<file path="config.mk">
export PLATFORM = sky130hd
export DESIGN_NAME = countdown_timer
export DESIGN_NICKNAME = d
export VERILOG_FILES = /design/src/rtl/countdown_timer.sv
export SDC_FILE = /design/constraint.sdc
export NUM_CORES = 1
export LEC_CHECK = 0
export ABC_CLOCK_PERIOD_IN_PS = 3200
export CAP_MARGIN = 20
export CORE_AREA = 4 4 52 54
export CTS_CLUSTER_DIAMETER = 60
export DETAILED_ROUTE_END_ITERATION = 8
export DIE_AREA = 0 0 56 58
export PLACE_DENSITY = 0.81
export SLEW_MARGIN = 20
export SYNTH_ARGS = -nofsm -noshare
export SYNTH_HDL_FRONTEND = slang
export SYNTH_SLANG_ARGS = --single-unit
</file>
<file path="constraint.sdc">
create_clock -name clk -period 3.2 [get_ports clk]
set_input_delay 0.32 -clock clk [delete_from_list [all_inputs] [get_ports clk]]
set_output_delay 0.32 -clock clk [all_outputs]
set_load 0.1 [all_outputs]
</file>
<file path="src/rtl/countdown_timer.sv">
// Loadable down-counter with prescaled decrement, one-cycle done pulse on expiry
// and optional auto-reload for periodic ticks.
module countdown_timer #(
  parameter int WIDTH    = 8,
  parameter int PRESCALE = 4
) (
  input  logic             clk,
  input  logic             rst,
  input  logic             load,
  input  logic [WIDTH-1:0] din,
  input  logic             start,
  input  logic             stop,
  input  logic             auto_reload,
  output logic [WIDTH-1:0] cnt,
  output logic             busy,
  output logic             done
);

  localparam int PW = (PRESCALE > 1) ? $clog2(PRESCALE) : 1;
  localparam logic [PW-1:0] PMAX = PW'(PRESCALE - 1);

  typedef enum logic {
    IDLE = 1'b0,
    RUN  = 1'b1
  } state_t;

  state_t           state, state_n;
  logic [WIDTH-1:0] cnt_n;
  logic [WIDTH-1:0] reload_q, reload_n;
  logic [PW-1:0]    presc, presc_n;
  logic             done_n;
  logic             tick;

  // Control inputs are level-sampled every edge with fixed priority
  // load > stop > start > prescaler tick; there is no handshake back-pressure.
  assign tick = (state == RUN) && (presc == PMAX);
  assign busy = (state == RUN);

  always_comb begin
    state_n  = state;
    cnt_n    = cnt;
    reload_n = reload_q;
    presc_n  = presc;
    done_n   = 1'b0;

    if (load) begin
      cnt_n    = din;
      reload_n = din;
      presc_n  = '0;
      state_n  = IDLE;
    end else if (stop) begin
      // In IDLE a stop swallows any simultaneous start.
      if (state == RUN) begin
        state_n = IDLE;
        presc_n = '0;
      end
    end else if (start && (state == IDLE)) begin
      if (cnt != '0) begin
        state_n = RUN;
        presc_n = '0;
      end else begin
        done_n = 1'b1;
      end
    end else if (state == RUN) begin
      if (tick) begin
        presc_n = '0;
        if (cnt > WIDTH'(1)) begin
          cnt_n = cnt - WIDTH'(1);
        end else if (cnt == WIDTH'(1)) begin
          done_n = 1'b1;
          if (auto_reload && (reload_q != '0)) begin
            cnt_n = reload_q;
          end else begin
            cnt_n   = '0;
            state_n = IDLE;
          end
        end else begin
          // Unreachable in normal operation; never decrement from zero.
          state_n = IDLE;
        end
      end else begin
        presc_n = presc + PW'(1);
      end
    end
  end

  always_ff @(posedge clk) begin
    if (rst) begin
      state    <= IDLE;
      cnt      <= '0;
      reload_q <= '0;
      presc    <= '0;
      done     <= 1'b0;
    end else begin
      state    <= state_n;
      cnt      <= cnt_n;
      reload_q <= reload_n;
      presc    <= presc_n;
      done     <= done_n;
    end
  end

endmodule

</file>
==> results.tsv <==
stage	metric	value	unit
status	outcome	completed	
hold_path	Worst Hold Class	reg -> reg	
critical_path	crit-path max FO	8	
critical_path	CP peak stage delay	1190	ps
grt	busiest grt layer	met2	
drt	final WL	3.01	mm
finish	most common cell after layout, fill and taps aside	clkdlybuf4s50_1	
drt	Post-DRT Antenna Nets	0	
pwr	Psw	0.219	mW
clocking	Clock Latency Late Sink	290	ps
critical_path	R2R cell count	7	
yosys	Synth Cell Area	0.00119	mm2
yosys	syn nets	161	
critical_path	WP buf/inv	1	
floorplanning	IO Count	24	
pwr	clock network fraction of design power	0.199	
critical_path	critical path class	reg -> out	
placed_design	GP Congestion	0.908	
finish	most frequent cells in the layout	21 x clkdlybuf4s50_1, 20 x nand2_1, 20 x dfxtp_1	
grt	largest net degree at the start of global routing	19	
pwr	Peak VDD IR	0.000330	V
floorplanning	Starting Density	0.536	
drt	DR vias	1190	
pwr	pwr dens	417	mW/mm2
flow_run	maxcap violations	0	
clocking	Num CTS Buffers	3	
yosys	Synth Flop Type	dfxtp_1	
drt	router iterations before antenna repair	5	
timing	Max transition margin	0.356	
critical_path	CP cell instances	clkdlybuf4s50_1	
grt	met1 GRT Util	0.264	
timing	final setup vio count	0	
clocking	CTS tree	built	
clocking	# H-tree levels	1	
timing	hold violation count in the final report	0	
grt	Total GRT Usage	0.199	
critical_path	critical path endpoint category	output pin	
clocking	Num Clock Sinks	20	
yosys	Synth Area per Inst	8.29	um2
pwr	leakage	0.528	nW
grt	total gr overflow	0	
timing	Final Max Tran Viols	0	
critical_path	Crit path arrival time	1980	ps
yosys	Cell variety after synth	44	
finish	number of diodes	0	
placed_design	post-DP HPWL	2.31	mm
yosys	dominant cells by area after synthesis	dfxtp_1 34%, nand2_1 6.3%, mux2i_1 5.1%	
timing	fmax	434	MHz
floorplanning	Rows	17	
grt	vias in the first global route	1118	
yosys	Post-Synthesis Cells	143	
floorplanning	Die Span Y	58	um
drt	DRC viols	0	
finish	share of layout cells above drive strength 1	0.0807	
timing	RSZ-0062 raised after global routing	false	
finish	Layout area overhead	19.8	%
yosys	sequential area share after synthesis	0.338	
critical_path	crit start category	register	
yosys	cell accounting for the most synthesized area	dfxtp_1	
critical_path	cell family with most CP delay	buffers and inverters	
finish	Final Net Count	181	
grt	GR Util met2	0.334	
yosys	Post-synth EDFFs	0	
clocking	clk buf depth	2	
drt	Routed wire per std cell	15.9	um
floorplanning	Core ar.	0.00221	mm2
placed_design	PortBufs	23	
placed_design	pre-CTS WS	992	ps
grt	GR met3 Demand/Resource	0.0379	
pwr	internal power	0.374	mW
timing	final worst-path cycle share	0.719	
grt	antenna violations before repair	0	
hold_path	WHS Path Cells	2	
clocking	clk slew on worst S/H paths	110	ps
critical_path	Critical Path RT	2880	ps
timing	worst setup margin	898	ps
floorplanning	Die Wd	56	um
yosys	FF+latch count, synth	20	
finish	fillers	199	
pwr	sequential share of power	0.477	
clocking	post_cts resized	0	
clocking	hold buffers post-CTS	0	
timing	min Tclk post-route	2300	ps
critical_path	number of cells on the critical path	1	
critical_path	Critical-path top delay cell	clkdlybuf4s50_1	
timing	Clock Skews	1.79	ps
timing	Slew @ Worst Pin	964	ps
yosys	synth warn	0	
floorplanning	DIE AREA	0.00325	mm2
drt	drt via density	6.30	
timing	total negative slack	0	ps
yosys	Async SR Flop Fraction	0	
pwr	switching share of power	0.369	
drt	initial drt markers	78	
clocking	Root Buffer	clkbuf_4	
yosys	area share of the largest cell type after synthesis	0.338	
pwr	Comb pwr share	0.324	
clocking	Setup Buffers After CTS	0	
grt	first-pass GRT wire length	5.29	mm
worst paths after layout:
path                                   from           to  slack [ps]
worst max-delay path                 cnt[6]       cnt[6]         900
worst min-delay path            reload_q[1]  reload_q[1]         500
worst min register to register  reload_q[1]  reload_q[1]         500
worst max register to register       cnt[0]       cnt[7]        1180
state kept, by name (all words and copies together) (netlist names):
register and count:
busy 1, presc 2, done 1, cnt 8, reload_q 8
synthesized netlist by cell type (3+ instances only):
library cell,number
a21oi_1,9
a31oi_1,4
clkbuf_1,3
dfxtp_1,20
ha_1,4
inv_1,4
mux2i_1,6
nand2_1,20
nand3_1,4
nand3b_1,3
nand4_1,3
nor2_1,13
nor4_1,4
or3_1,3
per-stage QoR:
stage	utilization	total power, mW	std cells	hold slack (ps)	instance area [um2]
2_1_floorplan	-	0.430	143	399	1190
3_3_place_gp	0.632	0.478	186	474	1400
3_5_place_dp	0.632	0.479	186	487	1400
4_1_cts	0.643	0.592	189	503	1420
5_1_grt	0.643	0.625	189	519	1420
6_report	0.643	0.593	189	504	1420
power groups by stage:
stage | Clock, mW | Sequential (mW) | Combinational [mW]
finish | 0.118 | 0.283 | 0.192
global placement | 0 | 0.288 | 0.190
CTS | 0.117 | 0.283 | 0.192
floorplan | 0 | 0.336 | 0.0937
global route | 0.132 | 0.286 | 0.208
detailed placement | 0 | 0.288 | 0.191
metal layers:
layer / vias up / share of wire / wire length (um)
li1: 575 / - / -
met1: 548 / 0.44 / 1320
met2: 59 / 0.48 / 1440
met3: 8 / 0.069 / 209
met4: 0 / 0.013 / 38
met5: - / 0 / 0
layout make-up:
type	instances	area (um2)	area share
Sequential cell	20	400	0.282
Timing Repair Buffer	23	225	0.158
Tap cell	28	35.0	0.0246
Multi-Input combinational cell	110	719	0.506
Inverter	5	18.8	0.0132
Clock buffer	3	22.5	0.0158
kinds of logic (layout without fill, tap and decap cells):
kind of cell / count (synthesis) / count (layout) / synth area share
flip-flops: 20 / 20 / 0.338
AND/OR/NAND/NOR: 65 / 65 / 0.290
adder cells (fa/ha/maj): 4 / 4 / 0.0422
multiplexers: 7 / 7 / 0.0601
buffers and inverters: 13 / 31 / 0.0559
AO/OA/AOI/OAI: 34 / 34 / 0.214
Power figures use the tool's default switching activity.
